<file path="src/rtl/pkt_gen_pkg.sv">
// Shared state type, frame-layout constants and helpers for the 250 MHz
// Ethernet/IPv4/UDP synthetic frame generator.
package pkt_gen_pkg;

  typedef enum logic [1:0] {
    IDLE,
    FRAME,
    GAP,
    DONE
  } state_t;

  localparam int ETH_HDR_LEN  = 14;
  localparam int IPV4_HDR_LEN = 20;
  localparam int UDP_HDR_LEN  = 8;
  localparam int HDR_LEN      = ETH_HDR_LEN + IPV4_HDR_LEN + UDP_HDR_LEN;
  localparam int MIN_LEN      = 64;
  localparam int MAX_LEN      = 9600;

  localparam logic [15:0] ETYPE_IPV4 = 16'h0800;

  // Per-run header fields captured at cfg_start.
  typedef struct packed {
    logic [47:0] mac_dst;
    logic [47:0] mac_src;
    logic [31:0] ip_src;
    logic [31:0] ip_dst;
    logic [15:0] l4_src;
    logic [15:0] l4_dst;
    logic [7:0]  ip_proto;
  } hdr_cfg_t;

  // Ones-complement checksum over ten 16-bit IPv4 header words (checksum word = 0).
  function automatic logic [15:0] ipv4_csum(input logic [159:0] hw);
    logic [19:0] sum;
    sum = '0;
    for (int k = 0; k < 10; k++) begin
      sum = sum + {4'h0, hw[16*k +: 16]};
    end
    sum = {4'h0, sum[15:0]} + {16'h0000, sum[19:16]};
    sum = {4'h0, sum[15:0]} + {16'h0000, sum[19:16]};
    return ~sum[15:0];
  endfunction

  function automatic logic [15:0] clamp_len(input logic [15:0] len);
    if (len < 16'(MIN_LEN)) begin
      return 16'(MIN_LEN);
    end else if (len > 16'(MAX_LEN)) begin
      return 16'(MAX_LEN);
    end else begin
      return len;
    end
  endfunction

endpackage

</file>
<file path="src/rtl/pkt_gen_hdr.sv">
// Combinational builder for the 42-byte Ethernet/IPv4/UDP header; byte k of
// the frame lands in hdr_bytes[8k+7:8k].
module pkt_gen_hdr
  import pkt_gen_pkg::*;
(
  input  hdr_cfg_t                cfg,
  input  logic [15:0]             ip_id,
  input  logic [15:0]             len,
  output logic [HDR_LEN*8-1:0]    hdr_bytes
);

  logic [15:0]          ip_tot_len;
  logic [15:0]          udp_len;
  logic [15:0]          csum;
  logic [HDR_LEN*8-1:0] hdr_be;

  assign ip_tot_len = len - 16'(ETH_HDR_LEN);
  assign udp_len    = len - 16'(ETH_HDR_LEN + IPV4_HDR_LEN);

  assign csum = ipv4_csum({8'h45, 8'h00, ip_tot_len, ip_id, 16'h0000,
                           8'd64, cfg.ip_proto, 16'h0000, cfg.ip_src, cfg.ip_dst});

  // Network order: the first frame byte is the most significant byte here.
  assign hdr_be = {cfg.mac_dst, cfg.mac_src, ETYPE_IPV4,
                   8'h45, 8'h00, ip_tot_len, ip_id, 16'h0000,
                   8'd64, cfg.ip_proto, csum, cfg.ip_src, cfg.ip_dst,
                   cfg.l4_src, cfg.l4_dst, udp_len, 16'h0000};

  always_comb begin
    hdr_bytes = '0;
    for (int k = 0; k < HDR_LEN; k++) begin
      hdr_bytes[8*k +: 8] = hdr_be[8*(HDR_LEN-1-k) +: 8];
    end
  end

endmodule

</file>
<file path="src/rtl/pkt_gen_250.sv">
// Synthetic Ethernet/IPv4/UDP frame generator driving a 512-bit AXI-stream
// master; runs are started, counted and stopped from static config inputs.
module pkt_gen_250
  import pkt_gen_pkg::*;
#(
  parameter int          DATA_WIDTH = 512,
  parameter int          KEEP_WIDTH = 64,
  parameter logic [15:0] TUSER_SRC  = 16'h0000,
  parameter logic [15:0] TUSER_DST  = 16'h0000
) (
  input  logic                  axis_aclk,
  input  logic                  box_rst,
  input  logic                  cfg_start,
  input  logic                  cfg_stop,
  input  logic [31:0]           cfg_count,
  input  logic [15:0]           cfg_pkt_len,
  input  logic [15:0]           cfg_gap,
  input  logic [47:0]           cfg_mac_dst,
  input  logic [47:0]           cfg_mac_src,
  input  logic [31:0]           cfg_ip_src,
  input  logic [31:0]           cfg_ip_dst,
  input  logic [15:0]           cfg_l4_src,
  input  logic [15:0]           cfg_l4_dst,
  input  logic [7:0]            cfg_ip_proto,
  output logic                  m_axis_tvalid,
  output logic [DATA_WIDTH-1:0] m_axis_tdata,
  output logic [KEEP_WIDTH-1:0] m_axis_tkeep,
  output logic                  m_axis_tlast,
  output logic [15:0]           m_axis_tuser_size,
  output logic [15:0]           m_axis_tuser_src,
  output logic [15:0]           m_axis_tuser_dst,
  input  logic                  m_axis_tready,
  output logic                  busy,
  output logic                  done,
  output logic [31:0]           pkt_sent
);

  state_t   state;
  hdr_cfg_t cfg_live;
  hdr_cfg_t cfg_snap;
  hdr_cfg_t hdr_cfg;

  logic [15:0] len_snap;
  logic [15:0] gap_snap;
  logic [31:0] count_snap;
  logic [15:0] gap_cnt;
  logic [15:0] ip_id;
  logic [7:0]  beat_idx;
  logic        stop_pend;

  logic [15:0]           live_len;
  logic [15:0]           gen_len;
  logic [15:0]           gen_id;
  logic [7:0]            gen_beat;
  logic [15:0]           beat_base;
  logic [15:0]           byte_idx;
  logic [HDR_LEN*8-1:0]  hdr_bytes;
  logic [DATA_WIDTH-1:0] hdr_full;
  logic [DATA_WIDTH-1:0] gen_data;
  logic [KEEP_WIDTH-1:0] gen_keep;
  logic                  gen_last;

  logic stop_now;
  logic run_over;
  logic frame_end;
  logic load_out;
  logic clear_out;

  assign cfg_live.mac_dst  = cfg_mac_dst;
  assign cfg_live.mac_src  = cfg_mac_src;
  assign cfg_live.ip_src   = cfg_ip_src;
  assign cfg_live.ip_dst   = cfg_ip_dst;
  assign cfg_live.l4_src   = cfg_l4_src;
  assign cfg_live.l4_dst   = cfg_l4_dst;
  assign cfg_live.ip_proto = cfg_ip_proto;

  assign live_len = clamp_len(cfg_pkt_len);

  // In IDLE the first beat is built straight from the live config so it can
  // be registered in the same edge that accepts cfg_start.
  assign hdr_cfg  = (state == IDLE) ? cfg_live : cfg_snap;
  assign gen_len  = (state == IDLE) ? live_len : len_snap;
  assign gen_beat = (state == FRAME && !m_axis_tlast) ? beat_idx : 8'd0;
  assign gen_id   = (state == IDLE) ? 16'h0000 :
                    (state == FRAME && m_axis_tlast) ? ip_id + 16'd1 : ip_id;

  pkt_gen_hdr u_hdr (
    .cfg       (hdr_cfg),
    .ip_id     (gen_id),
    .len       (gen_len),
    .hdr_bytes (hdr_bytes)
  );

  assign hdr_full  = DATA_WIDTH'(hdr_bytes);
  assign beat_base = {2'b00, gen_beat, 6'b000000};
  assign gen_last  = (beat_base + 16'd64) >= gen_len;

  always_comb begin
    gen_data = '0;
    gen_keep = '0;
    byte_idx = '0;
    for (int j = 0; j < KEEP_WIDTH; j++) begin
      byte_idx = beat_base + 16'(j);
      if (byte_idx < gen_len) begin
        gen_keep[j] = 1'b1;
        if (byte_idx < 16'(HDR_LEN)) begin
          gen_data[8*j +: 8] = hdr_full[8*j +: 8];
        end else begin
          gen_data[8*j +: 8] = byte_idx[7:0] ^ gen_id[7:0];
        end
      end
    end
  end

  // tvalid is held high for the whole FRAME state, so tready alone marks a handshake there.
  assign stop_now  = stop_pend | cfg_stop;
  assign run_over  = ((count_snap != 32'd0) && (pkt_sent + 32'd1 == count_snap)) || stop_now;
  assign frame_end = (state == FRAME) && m_axis_tready && m_axis_tlast;

  assign load_out  = ((state == IDLE) && cfg_start) ||
                     ((state == FRAME) && m_axis_tready &&
                      !(m_axis_tlast && (run_over || gap_snap != 16'd0))) ||
                     ((state == GAP) && !stop_now && gap_cnt == 16'd0);
  assign clear_out = frame_end && (run_over || gap_snap != 16'd0);

  always_ff @(posedge axis_aclk or posedge box_rst) begin
    if (box_rst) begin
      m_axis_tvalid     <= 1'b0;
      m_axis_tdata      <= '0;
      m_axis_tkeep      <= '0;
      m_axis_tlast      <= 1'b0;
      m_axis_tuser_size <= '0;
      m_axis_tuser_src  <= '0;
      m_axis_tuser_dst  <= '0;
      beat_idx          <= '0;
    end else if (load_out) begin
      m_axis_tvalid     <= 1'b1;
      m_axis_tdata      <= gen_data;
      m_axis_tkeep      <= gen_keep;
      m_axis_tlast      <= gen_last;
      m_axis_tuser_size <= gen_len;
      m_axis_tuser_src  <= TUSER_SRC;
      m_axis_tuser_dst  <= TUSER_DST;
      beat_idx          <= gen_beat + 8'd1;
    end else if (clear_out) begin
      m_axis_tvalid     <= 1'b0;
      m_axis_tdata      <= '0;
      m_axis_tkeep      <= '0;
      m_axis_tlast      <= 1'b0;
      m_axis_tuser_size <= '0;
      m_axis_tuser_src  <= '0;
      m_axis_tuser_dst  <= '0;
      beat_idx          <= '0;
    end
  end

  always_ff @(posedge axis_aclk or posedge box_rst) begin
    if (box_rst) begin
      state      <= IDLE;
      busy       <= 1'b0;
      done       <= 1'b0;
      pkt_sent   <= '0;
      ip_id      <= '0;
      gap_cnt    <= '0;
      stop_pend  <= 1'b0;
      cfg_snap   <= '0;
      len_snap   <= '0;
      gap_snap   <= '0;
      count_snap <= '0;
    end else begin
      done <= 1'b0;
      if (busy && cfg_stop) begin
        stop_pend <= 1'b1;
      end
      case (state)
        IDLE: begin
          if (cfg_start) begin
            state      <= FRAME;
            busy       <= 1'b1;
            cfg_snap   <= cfg_live;
            len_snap   <= live_len;
            gap_snap   <= cfg_gap;
            count_snap <= cfg_count;
            pkt_sent   <= '0;
            ip_id      <= '0;
            stop_pend  <= 1'b0;
          end
        end
        FRAME: begin
          if (frame_end) begin
            pkt_sent <= pkt_sent + 32'd1;
            ip_id    <= ip_id + 16'd1;
            if (run_over) begin
              state <= DONE;
              done  <= 1'b1;
            end else if (gap_snap != 16'd0) begin
              state   <= GAP;
              gap_cnt <= gap_snap - 16'd1;
            end
          end
        end
        GAP: begin
          if (stop_now) begin
            state <= DONE;
            done  <= 1'b1;
          end else if (gap_cnt == 16'd0) begin
            state <= FRAME;
          end else begin
            gap_cnt <= gap_cnt - 16'd1;
          end
        end
        DONE: begin
          state     <= IDLE;
          busy      <= 1'b0;
          stop_pend <= 1'b0;
        end
        default: state <= IDLE;
      endcase
    end
  end

endmodule
</file>
<file path="config.mk">
export PLATFORM = sky130hd
export DESIGN_NAME = pkt_gen_250
export DESIGN_NICKNAME = d
export VERILOG_FILES = /design/src/rtl/pkt_gen_pkg.sv /design/src/rtl/pkt_gen_hdr.sv /design/src/rtl/pkt_gen_250.sv
export SDC_FILE = /design/constraint.sdc
export NUM_CORES = 2
export LEC_CHECK = 0
export ABC_CLOCK_PERIOD_IN_PS = 89200
export CAP_MARGIN = 10
export CELL_PAD_IN_SITES_DETAIL_PLACEMENT = 1
export CELL_PAD_IN_SITES_GLOBAL_PLACEMENT = 1
export CORE_ASPECT_RATIO = 0.8
export CORE_MARGIN = 4
export CORE_UTILIZATION = 26
export CTS_BUF_LIST = sky130_fd_sc_hd__clkbuf_4
export DETAILED_ROUTE_END_ITERATION = 16
export GPL_TIMING_DRIVEN = 0
export PLACE_DENSITY = 0.58
export SLEW_MARGIN = 40
export SYNTH_ARGS = -nofsm -noshare
export SYNTH_HDL_FRONTEND = slang
export SYNTH_SLANG_ARGS = --single-unit
</file>
<file path="constraint.sdc">
create_clock -name axis_aclk -period 89.2 [get_ports axis_aclk]
set_input_delay 17.84 -clock axis_aclk [delete_from_list [all_inputs] [get_ports axis_aclk]]
set_output_delay 17.84 -clock axis_aclk [all_outputs]
set_load 0.02 [all_outputs]
</file>
**Word level (Yosys, flattened, before mapping)**

Index checks and enable logic that the tools add are counted.
Widths: inputs -> output; s select.

- Register bits: 951
- Input port bits: 269
- Output and inout bits: 660
- Logic and storage cells: 584

- $add $sub $neg: 80
- Order comparisons: 131
- Equal/unequal tests: 12
- Muxes and demuxes: 239
- Bitwise gates (word level): 66
- Reductions and logical operators: 32

Operator list:

| cell | number |
|---|---|
| $mux 8 | 131 |
| $mux 512 | 2 |
| $lt 15x16->1 | 63 |
| $lt 15x6->1 const B | 63 |
| $xor 8x8->8 | 64 |
| $add 14x6->15 const B | 32 |
| $add 14x5->15 const B | 16 |
| $mux 16 | 15 |
| $mux 200 | 1 |
| $mux 64 | 2 |
| $add 14x4->15 const B | 8 |
| $add 20x16->20 | 4 |
| $mux 1 | 73 |
| $mux 32 | 2 |
| $pmux 16 s2 | 2 |
| $pmux 32 s2 | 1 |
| $add 14x3->15 const B | 4 |
| $add 32x1->32 const B | 1 |
| $eq 32x32->1 | 1 |
| $reduce_bool 32->1 | 1 |
| $sub 16x1->16 const B | 2 |
| $add 14x2->15 const B | 2 |
| $add 20x15->20 | 1 |
| $add 20x15->20 const B | 1 |
| 35 further kinds | 68 |

**Depth between registers and ports, before layout**

- Depth after elaboration: 15
- Gate-level depth with buffers: 50
- Depth with buffers taken out: 44

**Hierarchy**

Synthesis repeated with hierarchy kept, for this count alone.

- Cells, all modules: 4,921
- Area total of the unflattened synthesis: 50,569.8 µm²

By module, submodules not included:

| module | times used | cells an instance | area each (µm²) | seq. area each (µm²) |
|---|---|---|---|---|
| pkt_gen_250 | 1 | 4,064 | 43,952.2 | 23,397.4 |
| pkt_gen_hdr | 1 | 857 | 6,617.6 | 0.0 |

**Worst setup path before layout**

No wires, ideal clock.

- Path type: input port to flip-flop
- Start point: input port cfg_pkt_len[12]
- End point: register m_axis_tdata[196]
- Library setup time: 0.068 ns
- Arrival time: 26.478 ns
- Data required time: 89.132 ns
- Slack: 62.654 ns
- Stages: 41
- Cells stage by stage: or2_1 -> a21o_1 -> o21a_1 -> buf_2 -> o41a_1 -> clkbuf_1 -> inv_1 -> ha_1 -> nand2_1 -> and2_1 -> nand2_1 -> xnor2_1 -> fa_1 -> fa_1 -> fa_1 -> inv_1 -> ha_1 -> clkbuf_1 -> [... 5 more ...] -> a21o_1 -> a21oi_1 -> o21bai_1 -> a21o_1 -> ha_1 -> a21o_1 -> nand2_1 -> nor3_4 -> nand3_1 -> nor4b_1 -> ha_1 -> nand2_1 -> nor4_2 -> nand4_1 -> maj3_2 -> or4b_1 -> o221ai_1 -> a32o_1

- Word-level cells in the longest chain between the ends: 13
- Elaborated cells between the ends (all ways): 15
- Classes of those cells: 5 x add/sub; 3 x order compare; 6 x mux; 1 x bitwise

RTL lines:

| item | RTL line | text |
|---|---|---|
| from (decl) | pkt_gen_250.sv:16 | `input logic [15:0] cfg_pkt_len,` |
| $gt 16x14->1 | pkt_gen_pkg.sv:47 | `end else if (len > 16'(MAX_LEN)) begin` |
| $mux 16 | pkt_gen_pkg.sv:47 |  |
| $mux 16 (*) | pkt_gen_pkg.sv:45 | `if (len < 16'(MIN_LEN)) begin` |
| $mux 16 (*) | pkt_gen_250.sv:82 | `assign gen_len = (state == IDLE) ? live_len : len_snap;` |
| $sub 16x4->16 | pkt_gen_hdr.sv:17 | `assign ip_tot_len = len - 16'(ETH_HDR_LEN);` |
| $add 20x16->20 | pkt_gen_pkg.sv:37 | `sum = sum + {4'h0, hw[16*k +: 16]};` |
| $add 20x15->20 | pkt_gen_pkg.sv:37 |  |
| $add 16x4->17 | pkt_gen_pkg.sv:39 | `sum = {4'h0, sum[15:0]} + {16'h0000, sum[19:16]};` |
| $add 16x4->16 | pkt_gen_pkg.sv:40 | `sum = {4'h0, sum[15:0]} + {16'h0000, sum[19:16]};` |
| $not 16->16 | pkt_gen_pkg.sv:41 | `return ~sum[15:0];` |
| $mux 8 | pkt_gen_250.sv:106 | `if (byte_idx < 16'(HDR_LEN)) begin` |
| $mux 8 (*) | pkt_gen_250.sv:104 | `if (byte_idx < gen_len) begin` |
| $mux 512 (*) | pkt_gen_250.sv:136 | `end else if (load_out) begin` |
| to (signal assigned) | pkt_gen_250.sv:138 | `m_axis_tdata <= gen_data;` |
| to (decl) | pkt_gen_250.sv:26 | `output logic [DATA_WIDTH-1:0] m_axis_tdata,` |

Every way passes the cells marked *; elsewhere a longest branch is shown, timed or not.
A chain may end at the register's enable or synchronous reset.

**Final worst setup path**

- Start point: input port cfg_pkt_len[4]
- End point: register m_axis_tdata[196]

Same word-level chain as after synthesis.

==> flow_summary_export.csv <==
group,metric,value,unit
grt,grt_util_all_layers,26.73,%
synth,ys_async_sr_fraction,100.0,%
clock_tree,cts_resized,0,
critical_path,critPathSlowestCell,"xnor2_1",
die,pin_count,929,
synth,synth.cells.most_frequent,"935 x dfrtp_1, 512 x nand2_1, 378 x o21ai_0, 301 x mux2_2, 227 x a22o_1",
clock_tree,cts_setup_buffers,0,
clock_tree,worstSkewPairLatency,1320,ps
clock_tree,cts_tree,"built",
grt,grt_first_pass_wirelength,354500,um
finish,syn2layout_area_growth,35.96,%
critical_path,worstSetupEndpointType,"flop",
die,num_rows,138,
placement,place_congestion,0.9050,
grt,grt_pass1_vias,44190,
grt,antenna_found_initial,30,
flow_run,drv_cap,0,
grt,grt_max_degree,77,
routing,drt-initial-drc-count,2808,
clock_tree,cts_buffers,291,
placement,place_ws,58980,ps
critical_path,arrival,30090,ps
routing,wl_per_cell,31.53,um
finish,drive_gt1_share,17.97,%
critical_path,cpPeakStageDelay,790,ps
synth,synthFlopType,"dfrtp_1",
synth,syn-cell-area,46600,um2
routing,drc,0,
timing,slew_violations,0,
critical_path,critPathLaunchType,"primary input",
synth,ys_warn_count,0,
synth,synth-edff-count,0,
synth,ys_ff_latch,935,
outcome,status,"finished, final reports clean",
clock_tree,clock-sinks,935,
synth,synth_cell_type_count,101,
worst_hold_path,hold_path_class,"flop to flop",
routing,vias,42560,
timing,setup_ws,60280,ps
synth,avgSynthCellArea,10.81,um2
die,start_util,26.25,%
critical_path,crit_fanout,10,
routing,finalWirelength,256700,um
synth,yosys.area.top_type,"dfrtp_1",
routing,first_pass_iters,5,
timing,fin_worst_skew,173.3,ps
grt,gr-total-overflow,0,
clock_tree,ctsLongestPathBuffers,4,
die,die_w,481.3,um
die,die_y,386.7,um
clock_tree,clockRootBuffer,"clkbuf_4",
synth,synth_area_leaders,"dfrtp_1 50%, mux2_2 7.3%, a22o_1 4.3%",
routing,viasPerCell,5.228,
clock_tree,cts_hold_buf,0,
placement,dp_hpwl,200200,um
clock_tree,clk_pin_slew,70,ps
critical_path,cp.required,90370,ps
synth,synth_cells,4311,
timing,rsz0062_at_grt,"false",
clock_tree,cts_max_level,5,
die,core,177500,um2
synth,synth_top_area_share,50.21,%
synth,synth_most_common_cell,"dfrtp_1",
routing,ant_nets,0,
timing,fin_crit_sh,32.42,%
timing,fin_crit,28920,ps
timing,hold_viol,0,
timing,slew_headroom,37.56,%
die,die_area,186100,um2
placement,portBuffers,896,
timing,tns,0,ps
timing,fmax,34.57,MHz
critical_path,path_class,"primary input to flop",
timing,worst_pin_slew,936.6,ps
timing,final-setup-viol-count,0,
finish,nNetsFinal,5979,
critical_path,cp_common_cell,"a21o_1",
synth,seq_area_frac_synth,50.21,%
worst paths after layout:
check                      cells past startpoint  slack (ps)           endpoint        startpoint
max                                           38       60280  m_axis_tdata[196]    cfg_pkt_len[4]
min                                            1         480   m_axis_tkeep[28]  m_axis_tkeep[28]
max reg2reg                                   46       74490  m_axis_tdata[196]          state[1]
min reg2reg                                    1         480   m_axis_tkeep[28]  m_axis_tkeep[28]
max in group asynchronous                      6       70230   m_axis_tdata[33]           box_rst
min in group asynchronous                      2       17010  m_axis_tdata[422]           box_rst
layer usage:
layer | up-vias | global-route usage [%] | share of wire, %
li1 | 18230 | - | -
met1 | 22270 | 35.48 | 44
met2 | 1590 | 41.66 | 45
met3 | 465 | 5.484 | 6.1
met4 | 4 | 12.59 | 5.3
met5 | - | 0 | 0.011
stage by stage:
| step | cell area (um2) | hold WS, ps | std cells | utilization (%) |
|---|---|---|---|---|
| 2_1_floorplan | 46710 | 442.2 | 4342 | - |
| 3_3_place_gp | 58660 | 460.6 | 7618 | 33.05 |
| 3_5_place_dp | 59910 | 463.5 | 7655 | 33.75 |
| 4_1_cts | 63280 | 478.5 | 8121 | 35.65 |
| 5_1_grt | 63340 | 499.9 | 8137 | 35.69 |
| 6_report | 63350 | 477.4 | 8141 | 35.69 |
critical path: cells and delay by family:
kind	cells	cell delay, ps
compound gates	15	3610
simple gates	10	3390
fa+ha+maj	7	2920
buf+inv	5	1510
xor+xnor	1	790
registers in the layout, indices dropped and copies added (netlist names), 32 cells and up:
| register | cells |
|---|---|
| m_axis_tdata | 512 |
| cfg_snap | 200 |
| m_axis_tkeep | 64 |
| count_snap | 32 |
| pkt_sent | 32 |
kinds of logic after synthesis:
logic type      after synthesis  share of synthesized area (%)
xor+xnor                    134                          2.519
other cells                   1                       0.008047
buf+inv                     423                          3.845
fa+ha+maj                   142                          4.745
flops                       935                          50.21
compound gates             1205                          17.82
mux                         462                          10.75
simple gates               1009                          10.11
area by class of cell:
class | instances | area, um2
Buffer | 306 | 1438
Timing Repair Buffer | 934 | 9771
Inverter | 117 | 451.7
Multi-Input combinational cell | 2984 | 21900
Sequential cell | 935 | 23400
Antenna cell | 19 | 47.55
Tap cell | 2380 | 2978
Clock buffer | 408 | 3063
Clock inverter | 58 | 304.0
Fill cell | 20070 | 114100
layout by cell type, fill, tap and decap left out, types with 37 or more instances in the layout:
| cell type | n |
|---|---|
| buf_4 | 40 |
| nor3_1 | 44 |
| a22o_1 | 227 |
| xnor2_1 | 85 |
| nand2_1 | 508 |
| clkdlybuf4s50_1 | 896 |
| clkbuf_1 | 160 |
| mux2_2 | 301 |
| nor2_1 | 132 |
| clkbuf_2 | 59 |
| fa_1 | 58 |
| dfrtp_1 | 935 |
| nand3_1 | 69 |
| o21ai_0 | 376 |
| clkinv_1 | 47 |
| ha_1 | 83 |
| buf_2 | 37 |
| inv_1 | 108 |
| xor2_1 | 45 |
| o31ai_1 | 37 |
| a21oi_1 | 217 |
| a32o_1 | 122 |
| mux2i_1 | 158 |
| clkbuf_4 | 408 |
Power is not shown: default switching activity piles up to over one toggle a cycle in this logic, so the estimate is an artifact.
